File: src/rtl/storage_load_pkg.sv
// Shared encodings and default widths for the storage load sequencer.
package storage_load_pkg;

  localparam int unsigned DEF_DATA_W           = 48;
  localparam int unsigned DEF_CODE_W           = 12;
  localparam int unsigned DEF_IDX_W            = 32;
  localparam int unsigned DEF_LOC_RESET_CYCLES = 2;
  localparam int unsigned DEF_WATCHDOG_W       = 16;

  localparam int unsigned TGT_W = 3;
  localparam logic [TGT_W-1:0] TGT_CODE   = 3'd0;
  localparam logic [TGT_W-1:0] TGT_WEIGHT = 3'd1;
  localparam logic [TGT_W-1:0] TGT_INPUT  = 3'd2;
  localparam logic [TGT_W-1:0] TGT_LABEL  = 3'd3;
  localparam logic [TGT_W-1:0] TGT_START  = 3'd4;

  localparam int unsigned ST_W = 2;
  localparam logic [ST_W-1:0] ST_IDLE = 2'd0;
  localparam logic [ST_W-1:0] ST_LRST = 2'd1;
  localparam logic [ST_W-1:0] ST_ARM  = 2'd2;
  localparam logic [ST_W-1:0] ST_RUN  = 2'd3;

endpackage

File: src/rtl/storage_load_sequencer_seq_watchdog.sv
// Run watchdog: free-running counter with synchronous clear and terminal count at all-ones.
module seq_watchdog #(
  parameter int unsigned W = 16
) (
  input  logic clk,
  input  logic rst_n,
  input  logic i_clr,
  input  logic i_en,
  output logic o_tc_c
);

  logic [W-1:0] r_count;

  always_ff @(posedge clk or negedge rst_n) begin
    if (!rst_n) begin
      r_count <= '0;
    end else if (i_clr) begin
      r_count <= '0;
    end else if (i_en) begin
      r_count <= r_count + W'(1);
    end
  end

  assign o_tc_c = &r_count;

endmodule

File: src/rtl/storage_load_sequencer.sv
// Host loader and run sequencer: turns commands into storage writes and
// sequences locator reset, code-storage arm and controller run.
module storage_load_sequencer
  import storage_load_pkg::*;
#(
  parameter int unsigned DATA_W           = DEF_DATA_W,
  parameter int unsigned CODE_W           = DEF_CODE_W,
  parameter int unsigned IDX_W            = DEF_IDX_W,
  parameter int unsigned LOC_RESET_CYCLES = DEF_LOC_RESET_CYCLES,
  parameter int unsigned WATCHDOG_W       = DEF_WATCHDOG_W
) (
  input  logic              clk_clk,
  input  logic              reset_reset_n,
  input  logic              cmd_valid,
  output logic              cmd_ready,
  input  logic [TGT_W-1:0]  cmd_target,
  input  logic [IDX_W-1:0]  cmd_layer,
  input  logic [IDX_W-1:0]  cmd_row,
  input  logic [DATA_W-1:0] cmd_data,
  input  logic [IDX_W-1:0]  code_index,
  output logic              code_is_write,
  output logic [IDX_W-1:0]  code_write_line,
  output logic [CODE_W-1:0] code_write_data,
  output logic              wt_is_write,
  output logic              in_is_write,
  output logic              lb_is_write,
  output logic [IDX_W-1:0]  st_write_layer,
  output logic [IDX_W-1:0]  st_write_row,
  output logic [DATA_W-1:0] st_write_data,
  output logic              code_storage_enable,
  output logic              controller_enable,
  output logic              matrix_reset,
  output logic              busy,
  output logic              done,
  output logic              error
);

  // Code count is one bit wider so a write to the last line still counts.
  localparam int unsigned CNT_W  = IDX_W + 1;
  localparam int unsigned LRST_W = (LOC_RESET_CYCLES > 1) ? $clog2(LOC_RESET_CYCLES) : 1;
  localparam logic [LRST_W-1:0] LRST_LAST = LRST_W'(LOC_RESET_CYCLES - 1);

  logic [ST_W-1:0]   r_state, w_state_nxt;
  logic [LRST_W-1:0] r_lrst_cnt, w_lrst_cnt_nxt;
  logic [CNT_W-1:0]  r_code_count, w_code_count_nxt;

  logic              r_cmd_ready, w_cmd_ready_nxt;
  logic              r_code_is_write, w_code_is_write_nxt;
  logic [IDX_W-1:0]  r_code_write_line, w_code_write_line_nxt;
  logic [CODE_W-1:0] r_code_write_data, w_code_write_data_nxt;
  logic              r_wt_is_write, w_wt_is_write_nxt;
  logic              r_in_is_write, w_in_is_write_nxt;
  logic              r_lb_is_write, w_lb_is_write_nxt;
  logic [IDX_W-1:0]  r_st_write_layer, w_st_write_layer_nxt;
  logic [IDX_W-1:0]  r_st_write_row, w_st_write_row_nxt;
  logic [DATA_W-1:0] r_st_write_data, w_st_write_data_nxt;
  logic              r_code_en, w_code_en_nxt;
  logic              r_ctrl_en, w_ctrl_en_nxt;
  logic              r_matrix_reset, w_matrix_reset_nxt;
  logic              r_busy, w_busy_nxt;
  logic              r_done, w_done_nxt;
  logic              r_error, w_error_nxt;

  logic              w_accept;
  logic [CNT_W-1:0]  w_row_plus1;
  logic              w_run_end;
  logic              w_wd_clr;
  logic              w_wd_en;
  logic              w_wd_tc;

  assign w_accept    = cmd_valid & r_cmd_ready;
  assign w_row_plus1 = CNT_W'(cmd_row) + CNT_W'(1);
  assign w_run_end   = ({1'b0, code_index} >= r_code_count);

  // Counting through ARM gives the controller 2^W-1 enabled cycles before timeout.
  seq_watchdog #(
    .W (WATCHDOG_W)
  ) u_watchdog (
    .clk    (clk_clk),
    .rst_n  (reset_reset_n),
    .i_clr  (w_wd_clr),
    .i_en   (w_wd_en),
    .o_tc_c (w_wd_tc)
  );

  // Next state and next registered outputs.
  always_comb begin
    w_state_nxt           = r_state;
    w_lrst_cnt_nxt        = r_lrst_cnt;
    w_code_count_nxt      = r_code_count;
    w_cmd_ready_nxt       = r_cmd_ready;
    w_code_is_write_nxt   = 1'b0;
    w_code_write_line_nxt = r_code_write_line;
    w_code_write_data_nxt = r_code_write_data;
    w_wt_is_write_nxt     = 1'b0;
    w_in_is_write_nxt     = 1'b0;
    w_lb_is_write_nxt     = 1'b0;
    w_st_write_layer_nxt  = r_st_write_layer;
    w_st_write_row_nxt    = r_st_write_row;
    w_st_write_data_nxt   = r_st_write_data;
    w_code_en_nxt         = r_code_en;
    w_ctrl_en_nxt         = r_ctrl_en;
    w_matrix_reset_nxt    = r_matrix_reset;
    w_done_nxt            = 1'b0;
    w_error_nxt           = r_error;
    w_wd_clr              = 1'b0;
    w_wd_en               = 1'b0;

    case (r_state)
      ST_IDLE: begin
        w_cmd_ready_nxt = 1'b1;
        if (w_accept) begin
          case (cmd_target)
            TGT_CODE: begin
              w_code_is_write_nxt   = 1'b1;
              w_code_write_line_nxt = cmd_row;
              w_code_write_data_nxt = cmd_data[CODE_W-1:0];
              if (w_row_plus1 > r_code_count) begin
                w_code_count_nxt = w_row_plus1;
              end
            end
            TGT_WEIGHT, TGT_INPUT, TGT_LABEL: begin
              w_wt_is_write_nxt    = (cmd_target == TGT_WEIGHT);
              w_in_is_write_nxt    = (cmd_target == TGT_INPUT);
              w_lb_is_write_nxt    = (cmd_target == TGT_LABEL);
              w_st_write_layer_nxt = cmd_layer;
              w_st_write_row_nxt   = cmd_row;
              w_st_write_data_nxt  = cmd_data;
            end
            TGT_START: begin
              if (r_code_count == '0) begin
                w_error_nxt = 1'b1;
              end else begin
                w_error_nxt        = 1'b0;
                w_state_nxt        = ST_LRST;
                w_lrst_cnt_nxt     = '0;
                w_cmd_ready_nxt    = 1'b0;
                w_matrix_reset_nxt = 1'b1;
              end
            end
            default: begin
              w_error_nxt = 1'b1;
            end
          endcase
        end
      end

      ST_LRST: begin
        if (r_lrst_cnt == LRST_LAST) begin
          w_state_nxt        = ST_ARM;
          w_matrix_reset_nxt = 1'b0;
          w_code_en_nxt      = 1'b1;
          w_wd_clr           = 1'b1;
        end else begin
          w_lrst_cnt_nxt = r_lrst_cnt + LRST_W'(1);
        end
      end

      ST_ARM: begin
        w_wd_en       = 1'b1;
        w_state_nxt   = ST_RUN;
        w_ctrl_en_nxt = 1'b1;
      end

      ST_RUN: begin
        w_wd_en = 1'b1;
        // A normal end takes priority over a coincident timeout.
        if (w_run_end || w_wd_tc) begin
          w_done_nxt      = w_run_end;
          w_error_nxt     = r_error | ~w_run_end;
          w_code_en_nxt   = 1'b0;
          w_ctrl_en_nxt   = 1'b0;
          w_cmd_ready_nxt = 1'b1;
          w_state_nxt     = ST_IDLE;
        end
      end

      default: begin
        w_state_nxt     = ST_IDLE;
        w_cmd_ready_nxt = 1'b1;
        w_code_en_nxt   = 1'b0;
        w_ctrl_en_nxt   = 1'b0;
      end
    endcase

    w_busy_nxt = (w_state_nxt != ST_IDLE);
  end

  always_ff @(posedge clk_clk or negedge reset_reset_n) begin
    if (!reset_reset_n) begin
      r_state           <= ST_IDLE;
      r_lrst_cnt        <= '0;
      r_code_count      <= '0;
      r_cmd_ready       <= 1'b1;
      r_code_is_write   <= 1'b0;
      r_code_write_line <= '0;
      r_code_write_data <= '0;
      r_wt_is_write     <= 1'b0;
      r_in_is_write     <= 1'b0;
      r_lb_is_write     <= 1'b0;
      r_st_write_layer  <= '0;
      r_st_write_row    <= '0;
      r_st_write_data   <= '0;
      r_code_en         <= 1'b0;
      r_ctrl_en         <= 1'b0;
      r_matrix_reset    <= 1'b0;
      r_busy            <= 1'b0;
      r_done            <= 1'b0;
      r_error           <= 1'b0;
    end else begin
      r_state           <= w_state_nxt;
      r_lrst_cnt        <= w_lrst_cnt_nxt;
      r_code_count      <= w_code_count_nxt;
      r_cmd_ready       <= w_cmd_ready_nxt;
      r_code_is_write   <= w_code_is_write_nxt;
      r_code_write_line <= w_code_write_line_nxt;
      r_code_write_data <= w_code_write_data_nxt;
      r_wt_is_write     <= w_wt_is_write_nxt;
      r_in_is_write     <= w_in_is_write_nxt;
      r_lb_is_write     <= w_lb_is_write_nxt;
      r_st_write_layer  <= w_st_write_layer_nxt;
      r_st_write_row    <= w_st_write_row_nxt;
      r_st_write_data   <= w_st_write_data_nxt;
      r_code_en         <= w_code_en_nxt;
      r_ctrl_en         <= w_ctrl_en_nxt;
      r_matrix_reset    <= w_matrix_reset_nxt;
      r_busy            <= w_busy_nxt;
      r_done            <= w_done_nxt;
      r_error           <= w_error_nxt;
    end
  end

  assign cmd_ready           = r_cmd_ready;
  assign code_is_write       = r_code_is_write;
  assign code_write_line     = r_code_write_line;
  assign code_write_data     = r_code_write_data;
  assign wt_is_write         = r_wt_is_write;
  assign in_is_write         = r_in_is_write;
  assign lb_is_write         = r_lb_is_write;
  assign st_write_layer      = r_st_write_layer;
  assign st_write_row        = r_st_write_row;
  assign st_write_data       = r_st_write_data;
  assign code_storage_enable = r_code_en;
  assign controller_enable   = r_ctrl_en;
  assign matrix_reset        = r_matrix_reset;
  assign busy                = r_busy;
  assign done                = r_done;
  assign error               = r_error;

endmodule

File: config.mk
export PLATFORM = sky130hd
export DESIGN_NAME = storage_load_sequencer
export DESIGN_NICKNAME = d
export VERILOG_FILES = /design/src/rtl/storage_load_pkg.sv /design/src/rtl/storage_load_sequencer_seq_watchdog.sv /design/src/rtl/storage_load_sequencer.sv
export SDC_FILE = /design/constraint.sdc
export NUM_CORES = 1
export LEC_CHECK = 0
export ABC_AREA = 1
export CORE_MARGIN = 5
export CORE_UTILIZATION = 44
export DETAILED_ROUTE_END_ITERATION = 6
export PLACE_DENSITY = 0.76
export SYNTH_ARGS = -nofsm -noshare
export SYNTH_HDL_FRONTEND = slang
export SYNTH_SLANG_ARGS = --single-unit
File: constraint.sdc
create_clock -name clk_clk -period 1.8 [get_ports clk_clk]
set_clock_uncertainty 0.1 [all_clocks]
set_input_delay 0.18 -clock clk_clk [delete_from_list [all_inputs] [get_ports clk_clk]]
set_output_delay 0.18 -clock clk_clk [all_outputs]
set_load 0.005 [all_outputs]
; Word-level counts from Yosys, hierarchy flattened
; Index checks and enable logic that the tools add are counted.
[word_totals]
ff_bits = 219
in_bits = 150
wordCells = 112
[classes]
n_addsub = 3
magnitude_cmp = 2
n_eq_ne = 13
muxes = 48
bitwise = 3
reduce_logical = 23
[op_table]
columns = operator, count
row1 = 32-bit by 1-bit adder with 33-bit output (second input constant), 1
row2 = 32-bit by 33-bit greater-or-equal comparator with 1-bit output, 1
row3 = 33-bit greater-than comparator, 1
row4 = 33-bit logical NOT, 1
row5 = 1-bit 2-to-1 mux, 33
row6 = 16-bit 2-to-1 mux, 2
row7 = 16-bit by 1-bit adder with 16-bit output (second input constant), 1
row8 = 16-bit AND reduction, 1
row9 = 1-bit one-hot mux with 2 select lines, 7
row10 = 4-bit AND reduction, 3
row11 = 2-bit nonzero test, 6
row12 = 2-bit 2-to-1 mux, 5
row13 = 2-bit inequality test (second input constant), 5
row14 = 3-bit AND reduction, 3
row15 = 2-bit one-hot mux with 4 select lines, 1
row16 = 3-bit by 2-bit equality test with 1-bit output (second input constant), 2
row17 = 5-bit AND reduction, 1
row18 = 2-bit equality test (second input constant), 2
row19 = 2-bit AND reduction, 2
row20 = 4-bit OR reduction, 1
row21 = 3-bit by 1-bit equality test with 1-bit output (second input constant), 1
row22 = 3-bit equality test (second input constant), 1
row23 = 3-bit logical NOT, 1
row24 = 3-bit OR reduction, 1
row25 = 9 further kinds, 9

; Depth between registers and ports, before layout
; Gate-level depths: netlist of run 1.
[depth]
ltp_word = 6
depth_mapped = 21

; By module
; Synthesis of run 1 repeated with hierarchy kept, for this count alone.
[hier_totals]
hier_cells = 1272
area_unflattened_um2 = 11233.3
[modules_own_cells]
columns = mod, instances, cells_per_inst, area_each_um2, seq_area_each_um2
row1 = storage_load_sequencer, 1, 1148, 10314.9, 5081.1
row2 = seq_watchdog, 1, 124, 918.4, 400.4

; Worst setup path before layout of run 1
; No wires, ideal clock.
[synth_path]
path_type = input port to flip-flop
from = in cmd_row[0]
to = reg r_code_count[10]
t_arrival_ns = 2.602
slack_ns = -0.969
cell_stages = 19
cell_sequence = ha_1 > nand3_1 > nor2_1 > nand2_1 > nor2_1 > nand2_1 > nor3_1 > xor2_1 > inv_1 > ha_1 > nand2_1 > nor2_1 > nand3_1 > o31ai_1 > inv_2 > nand2_1 > buf_2 > nand2_1 > nand2_1
[synth_via]
elab_chain_len = 3
[synth_rtl]
columns = element, line_no
row1 = from (decl), storage_load_sequencer.sv:18  ; input logic [IDX_W-1:0] cmd_row,
row2 = 32-bit by 1-bit adder with 33-bit output, storage_load_sequencer.sv:72  ; assign w_row_plus1 = CNT_W'(cmd_row) + CNT_W'(1);
row3 = net w_row_plus1[24], storage_load_sequencer.sv:65  ; logic [CNT_W-1:0] w_row_plus1;
row4 = 33-bit greater-than comparator, storage_load_sequencer.sv:118  ; if (w_row_plus1 > r_code_count) begin
row5 = 4-bit AND reduction (no source line), --
row6 = to (signal assigned), storage_load_sequencer.sv:213  ; r_code_count <= w_code_count_nxt;
row7 = to (decl), storage_load_sequencer.sv:45  ; logic [CNT_W-1:0] r_code_count, w_code_count_nxt;
; The timed path passes the listed nets, and every way through them passes these cells.
; A chain may end at the register's enable or synchronous reset.

; Worst setup path after layout of run 1
[layout_path]
from = in cmd_row[0]
to = reg r_code_count[31]
; Same word-level chain as after synthesis.

==> results of run 1 <==
## layout make-up
type                            count  share of cell area [%]
Antenna cell                        2                  0.0263
Clock buffer                       31                    3.35
Clock inverter                      8                   0.421
Inverter                          154                    3.12
Multi-Input combinational cell    831                    32.7
Sequential cell                   219                    28.8
Tap cell                          330                    2.17
Timing Repair Buffer              585                    29.4
## power groups by stage
| stage | sequential, mW | combinational [mW] | clock (mW) |
|---|---|---|---|
| after detailed placement | 8.02 | 9.73 | 0 |
| after global placement | 7.90 | 9.45 | 0 |
| after global routing | 8.32 | 12.6 | 4.91 |
| after CTS | 8.00 | 10.5 | 4.67 |
| after floorplan | 8.03 | 3.63 | 0 |
| final | 8.10 | 11.8 | 4.66 |
## cell usage after synthesis
master    count  area share, %
dfstp_2       1           0.24
xor2_1       27            2.1
dfrtp_1     218             49
nand3b_1      2           0.13
nor2_4        3           0.30
nor3_2        2           0.18
a22o_1        1          0.079
nand2_1     302             10
o21bai_1      1          0.068
buf_4         2           0.13
buf_2        22           0.99
nor4_1       11           0.62
a21o_1        2           0.13
nor4b_1       1          0.079
a22oi_1       1          0.068
nand3_1      72            3.2
o21a_1        2           0.13
inv_1       149            5.0
clkbuf_1     12           0.41
xor2_2        1           0.15
inv_2         5           0.17
buf_1         1          0.034
mux2_2       69            7.0
nor3_4        1           0.15
o21ai_0     105            4.7
a21oi_1      36            1.6
nor3_1       23            1.0
nor3b_1       1          0.068
ha_1         67            7.5
o31ai_1       2           0.13
o211ai_1      2           0.13
nor2_1       67            2.3
nand4_1      23            1.3
nand3_2       3           0.27
nand2_2       4           0.22
## routing by layer
| layer | vias to the layer above | GRT usage, % |
|---|---|---|
| li1 | 5226 | - |
| met1 | 5785 | 31.6 |
| met2 | 770 | 50.3 |
| met3 | 302 | 5.21 |
| met4 | 0 | 13.1 |
| met5 | - | 0 |
## repair_timing
action	4_1_cts	5_1_grt
hold endpoints to repair	227	1
endpoints found under the setup margin	78	72
resized for setup	309	141
hold buffers	6	1
setup buffers	49	14
pin swaps	95	52
gates cloned	6	3
## worst reg2reg max path, stage by stage (launching register included)
cell and delay, ns:
dfrtp_1 0.37, inv_2 0.07, ha_1 0.34, nand2_1 0.22, nor2_1 0.08, o21ai_0 0.19, nand3_1 0.21, nand2_1 0.10
nand2_1 0.07, nand2_1 0.09, nand3_2 0.12, buf_6 0.15, buf_6 0.13, buf_8 0.14, nand3_1 0.08, nand2_1 0.08
## worst max path at each step
stage	start	endpoint	slack, ns	depth (start not counted)
detailed placement	cmd_row[0]	r_code_count[9]$_DFFE_PN0P_	-1.88	19
finish	cmd_row[0]	r_code_count[31]$_DFFE_PN0P_	-1.11	21
floorplan	cmd_row[0]	r_code_count[0]$_DFFE_PN0P_	-0.75	20
CTS	cmd_row[0]	r_code_count[19]$_DFFE_PN0P_	-0.61	18
global route	cmd_row[1]	r_code_count[23]$_DFFE_PN0P_	-1.14	21
global placement	cmd_row[0]	r_code_count[16]$_DFFE_PN0P_	-1.83	19
## per-stage QoR
stage	worst slack (ns)	area [um2]	cells	util (%)	hold slack, ns
6_report	-1.11	19000	2160	76.0	0.0267
5_1_grt	-1.14	19000	2159	76.0	0.0281
4_1_cts	-0.605	18300	2143	72.9	-0.00438
3_5_place_dp	-1.88	16200	2044	64.9	0.00967
3_3_place_gp	-1.83	16200	2044	64.9	0.00601
2_1_floorplan	-0.752	11200	1241	-	-0.216
## kinds of logic (layout without fill, tap and decap cells)
logic type	Yosys count	after routing	synth area share (%)
adder cells (fa/ha/maj)	67	67	7.54
other	0	2	0
multiplexers	69	69	6.99
buffers and inverters	191	778	6.76
XOR/XNOR	28	28	2.27
AND/OR/NAND/NOR	515	515	20.0
flip-flops	219	219	49.3
AO/OA/AOI/OAI	152	152	7.10
## registers in the layout, summed over array words and instances (netlist names), 2 cells and up
register,cells
st_write_row,32
code_write_line,32
st_write_layer,32
r_code_count,33
code_write_data,12
u_watchdog.r_count,16
r_state,2
st_write_data,48
## layout by cell type, fill, tap and decap left out, types with 38 or more instances in the layout
cell type,n
nor2_1,38
nand2_2,51
nand2_1,234
mux2_2,69
inv_1,111
o21ai_0,99
ha_1,45
inv_2,40
dfrtp_1,218
buf_4,225
clkdlybuf4s50_1,284
==> impl_metrics.env, run 1 <==
export IMPL_final_hold_viol_count=0
export IMPL_report_final_slew_viol_count=0
export IMPL_clock_path_buffers=3
export IMPL_hold_path_end="code_write_line[19]$_DFFE_PN0P_"
export IMPL_hold_depth=4
export IMPL_cts_tree="yes"
export IMPL_hp_class="input pin to flop"
export IMPL_synth_cell_area_um2=11100
export IMPL_path_clk_slew_ns=0.07
export IMPL_power_frac_comb_pct=48.1
export IMPL_drc=0
export IMPL_slew_headroom_pct=67.4
export IMPL_slowest_delay_ns=0.27
export IMPL_yosysSeqAreaShare_pct=49.3
export IMPL_grt_start_max_net_pins=89
export IMPL_grt_first_pass_wirelength_um=63700
export IMPL_dr_first_iter_drc_count=977
export IMPL_r2r_slack_ns=-0.86
export IMPL_vdd_drop_max_mv=0.839
export IMPL_crit_path_cell_trace="buf_8 > ha_4 > nand3_4 > nor3_4 > nand2_2 > nor3_4 > nand2_1 > xor2_1 > inv_2 > ha_4 > a21oi_1 > o21ai_1 > nand2_1 > o211ai_1 > a21oi_2 > nand3_2 > buf_6 > buf_6 > buf_8 > nand3_1 > nand2_1"
export IMPL_drv_cap=0
export IMPL_crit_buf_inv=5
export IMPL_htree_levels=1
export IMPL_fmax_mhz=344
export IMPL_cpMaxStageDelayCell="ha_4"
export IMPL_start_kind="input pin"
export IMPL_area_growth_pct=71.1
export IMPL_antenna_found_initial=2
export IMPL_start_util_pct=44.4
export IMPL_crit_path_end_kind="flop"
export IMPL_p_int_mw=16.0
export IMPL_nNetsFinal=2032
export IMPL_grt_setup_unrepaired="true"
export IMPL_wl_per_cell_um=21.5
export IMPL_worst_slack_ns=-1.11
export IMPL_place_congestion=0.956
export IMPL_top_layer_used="met4"
export IMPL_cp_arrival_ns=3.22
export IMPL_synth_ff_latch_count=219
export IMPL_total_power_mw=24.6
export IMPL_dr_pass1_iters=5
export IMPL_cp_max_fo=10
export IMPL_coreArea_um2=25000
export IMPL_cp_required_ns=2.12
export IMPL_period_share_pct=162
export IMPL_cts_sinks=219
export IMPL_r2r_start="r_code_count[4]$_DFFE_PN0P_"
export IMPL_syn_nets=1458
export IMPL_layout_min_cycle_time_ns=2.91
export IMPL_num_vias=12083
export IMPL_cp_common_cell="nand2_1"
export IMPL_finalSetupTns_ns=-37.24
export IMPL_p_clk_share_pct=18.9
export IMPL_regToRegEndpoint="r_code_count[31]$_DFFE_PN0P_"
export IMPL_yosysUniqueCellTypes=35
export IMPL_swShare_pct=35.1
export IMPL_power_leakage_nw=8.90
export IMPL_grt_pass1_vias=12033
export IMPL_regArea_um2=5480
export IMPL_cts_buffers=24
export IMPL_fp_row_count=58
export IMPL_cts_root_buffer="clkbuf_16"
export IMPL_wl_met1_um=15900
export IMPL_finalSetupViolCount=43
export IMPL_dr_wl_met3_um=3640
export IMPL_wl_um=46500
export IMPL_dp_final_hpwl_um=28500
export IMPL_io_pins=317
export IMPL_reg2reg_depth=15
export IMPL_hp_start="cmd_row[19]"
export IMPL_port_buffers=316
export IMPL_ant_nets=0
export IMPL_synth_area_per_cell_um2=8.96
export IMPL_yosysWarnings=0
export IMPL_die_h_um=169
export IMPL_critPathTopFamily="simple AND/OR/NAND/NOR gates"
export IMPL_fp_dieArea_um2=28600
export IMPL_worstMarginPinSlew_ns=0.489
export IMPL_grt_remaining_overflow=0
export IMPL_drive_gt1_share_pct=35.3
export IMPL_path_class="input pin to flop"
export IMPL_clk_latency_ns=0.54
export IMPL_power_switching_mw=8.62
export IMPL_nFillCells=1475
export IMPL_status="finished with violations"
export IMPL_p_per_area_nw_per_um2=1290
export IMPL_vias_per_cell=5.59
export IMPL_seqPwrFrac_pct=33.0
export IMPL_dr_wl_met2_um=23300
export IMPL_die_w_um=169
export IMPL_violations="setup timing"
export IMPL_grt_usage_pct=27.8
export IMPL_multi_input_area_um2=6220
export IMPL_syn_inst=1241
Power figures use the tool's default switching activity.
==> inputs of run 2 (changes only) <==
==> constraint.sdc (replaced) <==
create_clock -name clk_clk -period 1.8 [get_ports clk_clk]
set_clock_uncertainty 0.1 [all_clocks]
set_input_delay 0.36 -clock clk_clk [delete_from_list [all_inputs] [get_ports clk_clk]]
set_output_delay 0.36 -clock clk_clk [all_outputs]
set_load 0.005 [all_outputs]
==> run 2 against run 1 <==
The flow still finishes with violations (setup timing). Core utilization shrank 2.6 points. Die area is the same. Combinational power shrank 14%. Maximum frequency grew 3.7%. Final area shrank 3.4%. Largest power group unchanged. Register-to-register slack gained 0.28 ns. Largest cell class unchanged. Sequential power shrank 2%. Via count shrank 7.3%. Wire length shrank 14%. Critical path depth is the same. Setup slack gained 0.10 ns.
==> impl_metrics.env, run 2 (synthesis results as in run 1) <==
export IMPL_layout_common_cells="nand2_1, buf_4, dfrtp_1"
export IMPL_grt_remaining_overflow=0
export IMPL_num_vias=11204
export IMPL_cts_sinks=219
export IMPL_vias_per_cell=5.20
export IMPL_power_switching_mw=8.07
export IMPL_worst_slack_ns=-1.00
export IMPL_vdd_drop_max_mv=0.823
export IMPL_cts_root_buffer="clkbuf_16"
export IMPL_layout_min_cycle_time_ns=2.80
export IMPL_grt_start_max_net_pins=58
export IMPL_cp_arrival_ns=3.16
export IMPL_dpl_cell_count=2044
export IMPL_cts_tree="yes"
export IMPL_finalSetupViolCount=44
export IMPL_grt_first_pass_wirelength_um=59800
export IMPL_area_growth_pct=65.3
export IMPL_report_final_slew_viol_count=0
export IMPL_r2r_slack_ns=-0.58
export IMPL_met3_usage_pct=3.88
export IMPL_path_class="input pin to flop"
export IMPL_p_clk_share_pct=22.5
export IMPL_period_share_pct=156
export IMPL_slew_headroom_pct=67.9
export IMPL_status="finished with violations"
export IMPL_cp_max_fo=8
export IMPL_fp_dieArea_um2=28600
export IMPL_r2r_start="r_code_count[26]$_DFFE_PN0P_"
export IMPL_seqPwrFrac_pct=34.0
export IMPL_fmax_mhz=357
export IMPL_htree_levels=1
export IMPL_start_kind="input pin"
export IMPL_instances_no_fill=2155
export IMPL_utilization_pct=73.4
export IMPL_p_int_mw=15.3
export IMPL_cp_endpoint="r_code_count[18]$_DFFE_PN0P_"
export IMPL_hp_start="cmd_row[2]"
export IMPL_place_congestion=0.951
export IMPL_grtUsageMet2_pct=47.9
export IMPL_dr_pass1_iters=6
export IMPL_coreArea_um2=25000
export IMPL_grt_busiest_layer="met2"
export IMPL_wl_um=40100
export IMPL_die_w_um=169
export IMPL_final_area_um2=18400
export IMPL_crit_start="cmd_row[4]"
export IMPL_largest_reg_flops=48
export IMPL_cts_buffers=24
export IMPL_grt_pass1_vias=11227
export IMPL_cp_required_ns=2.15
export IMPL_drive_gt1_share_pct=33.1
export IMPL_grt_usage_pct=26.0
export IMPL_dp_final_hpwl_um=28200
export IMPL_p_per_area_nw_per_um2=1270
export IMPL_hp_class="input pin to flop"
export IMPL_reg2reg_depth=13
export IMPL_ant_nets=0
export IMPL_final_common_cell="nand2_1"
export IMPL_swShare_pct=34.5
export IMPL_wl_per_cell_um=18.6
export IMPL_clock_path_buffers=3
export IMPL_final_hold_viol_count=0
export IMPL_clk_latency_ns=0.51
export IMPL_antenna_found_initial=2
export IMPL_path_clk_slew_ns=0.06
export IMPL_die_h_um=169
export IMPL_dr_first_iter_drc_count=859
export IMPL_drc=0
export IMPL_power_frac_comb_pct=43.6
export IMPL_port_buffers=316
export IMPL_power_leakage_nw=9.27
export IMPL_regToRegEndpoint="r_code_count[15]$_DFFE_PN0P_"
export IMPL_place_area_um2=16200
export IMPL_hold_depth=3
export IMPL_drv_cap=0
export IMPL_io_pins=317
export IMPL_fp_row_count=58
export IMPL_violations="setup timing"
export IMPL_nNetsFinal=2022
export IMPL_grt_setup_unrepaired="true"
export IMPL_use_met1_pct=30.7
export IMPL_crit_path_end_kind="flop"
export IMPL_start_util_pct=44.4
export IMPL_worstMarginPinSlew_ns=0.482
==> run 2: changes by cell type in the layout (fill, tap and decap cells not counted), sizes merged <==
cell	change
dlygate4sd3	-6
clkbuf	+5
clkinv	-1
bufbuf	-1
dlymetal6s2s	+4
dlygate4sd2	+162
nand2	+4
clkinvlp	+2
clkdlybuf4s50	-166
buf	-12
inv	+1
bufinv	+3
==> run 2: metal layers <==
| layer | vias up | share of wire, % |
|---|---|---|
| li1 | 5214 | - |
| met1 | 5351 | 37 |
| met2 | 507 | 52 |
| met3 | 132 | 6.7 |
| met4 | 0 | 4.3 |
| met5 | - | 0 |
==> run 2: power by group through the flow <==
stage,Sequential [mW],Clock (mW),Combinational (mW)
2_1_floorplan,8.03,0,3.63
3_3_place_gp,7.89,0,9.42
3_5_place_dp,8.00,0,9.69
4_1_cts,7.91,5.33,9.41
5_1_grt,8.20,5.54,11.0
6_report,7.94,5.25,10.2
==> run 2: area by class of cell <==
type / count / area (um2)
Multi-Input combinational cell: 835 / 5950
Clock inverter: 13 / 185
Tap cell: 330 / 413
Fill cell: 1722 / 6650
Timing Repair Buffer: 571 / 5100
Sequential cell: 219 / 5480
Inverter: 154 / 586
Antenna cell: 2 / 5.00
Clock buffer: 31 / 667
==> run 2: stage by stage <==
step	setup WS, ns	total power, mW	hold slack, ns	TNS [ns]
after CTS	-0.901	22.6	0.0821	-29.66
after global placement	-2.11	17.3	0.216	-101.62
final	-1.00	23.4	0.0745	-33.58
after global routing	-1.12	24.8	0.0848	-39.32
after detailed placement	-2.16	17.7	0.218	-103.95
after floorplan	-0.932	11.7	-0.0356	-30.45
==> run 2: how the worst min path moves through the flow <==
| stage | endpoint | slack, ns |
|---|---|---|
| 2_1_floorplan | busy$_DFF_PN0_ | -0.04 |
| 3_3_place_gp | st_write_data[17]$_DFFE_PN0P_ | 0.22 |
| 3_5_place_dp | st_write_data[17]$_DFFE_PN0P_ | 0.22 |
| 4_1_cts | st_write_row[2]$_DFFE_PN0P_ | 0.08 |
| 5_1_grt | st_write_row[2]$_DFFE_PN0P_ | 0.08 |
| 6_report | st_write_row[2]$_DFFE_PN0P_ | 0.07 |
==> run 2: critical path, stage by stage <==
cell	delay, ns
buf_4	0.12
inv_4	0.07
nor3_4	0.21
nand2_2	0.11
nor2_4	0.12
nand2_2	0.08
nor2_4	0.17
nand3_1	0.11
nand2_1	0.11
nand2_2	0.08
ha_4	0.27
nand2_2	0.07
buf_4	0.14
nor2_1	0.14
nand3_1	0.13
o31ai_2	0.31
inv_2	0.11
buf_4	0.18
nand2_8	0.12
nand2_2	0.07
nand2_1	0.06
==> run 2: repair_timing <==
action                                 4_1_cts  5_1_grt
setup endpoints to repair                  209       64
endpoints found under the hold margin       49        0
hold buffers                                 1        0
pin swaps                                   70       85
setup buffers                               40       20
resized for setup                          398      137
cloned                                       5        1
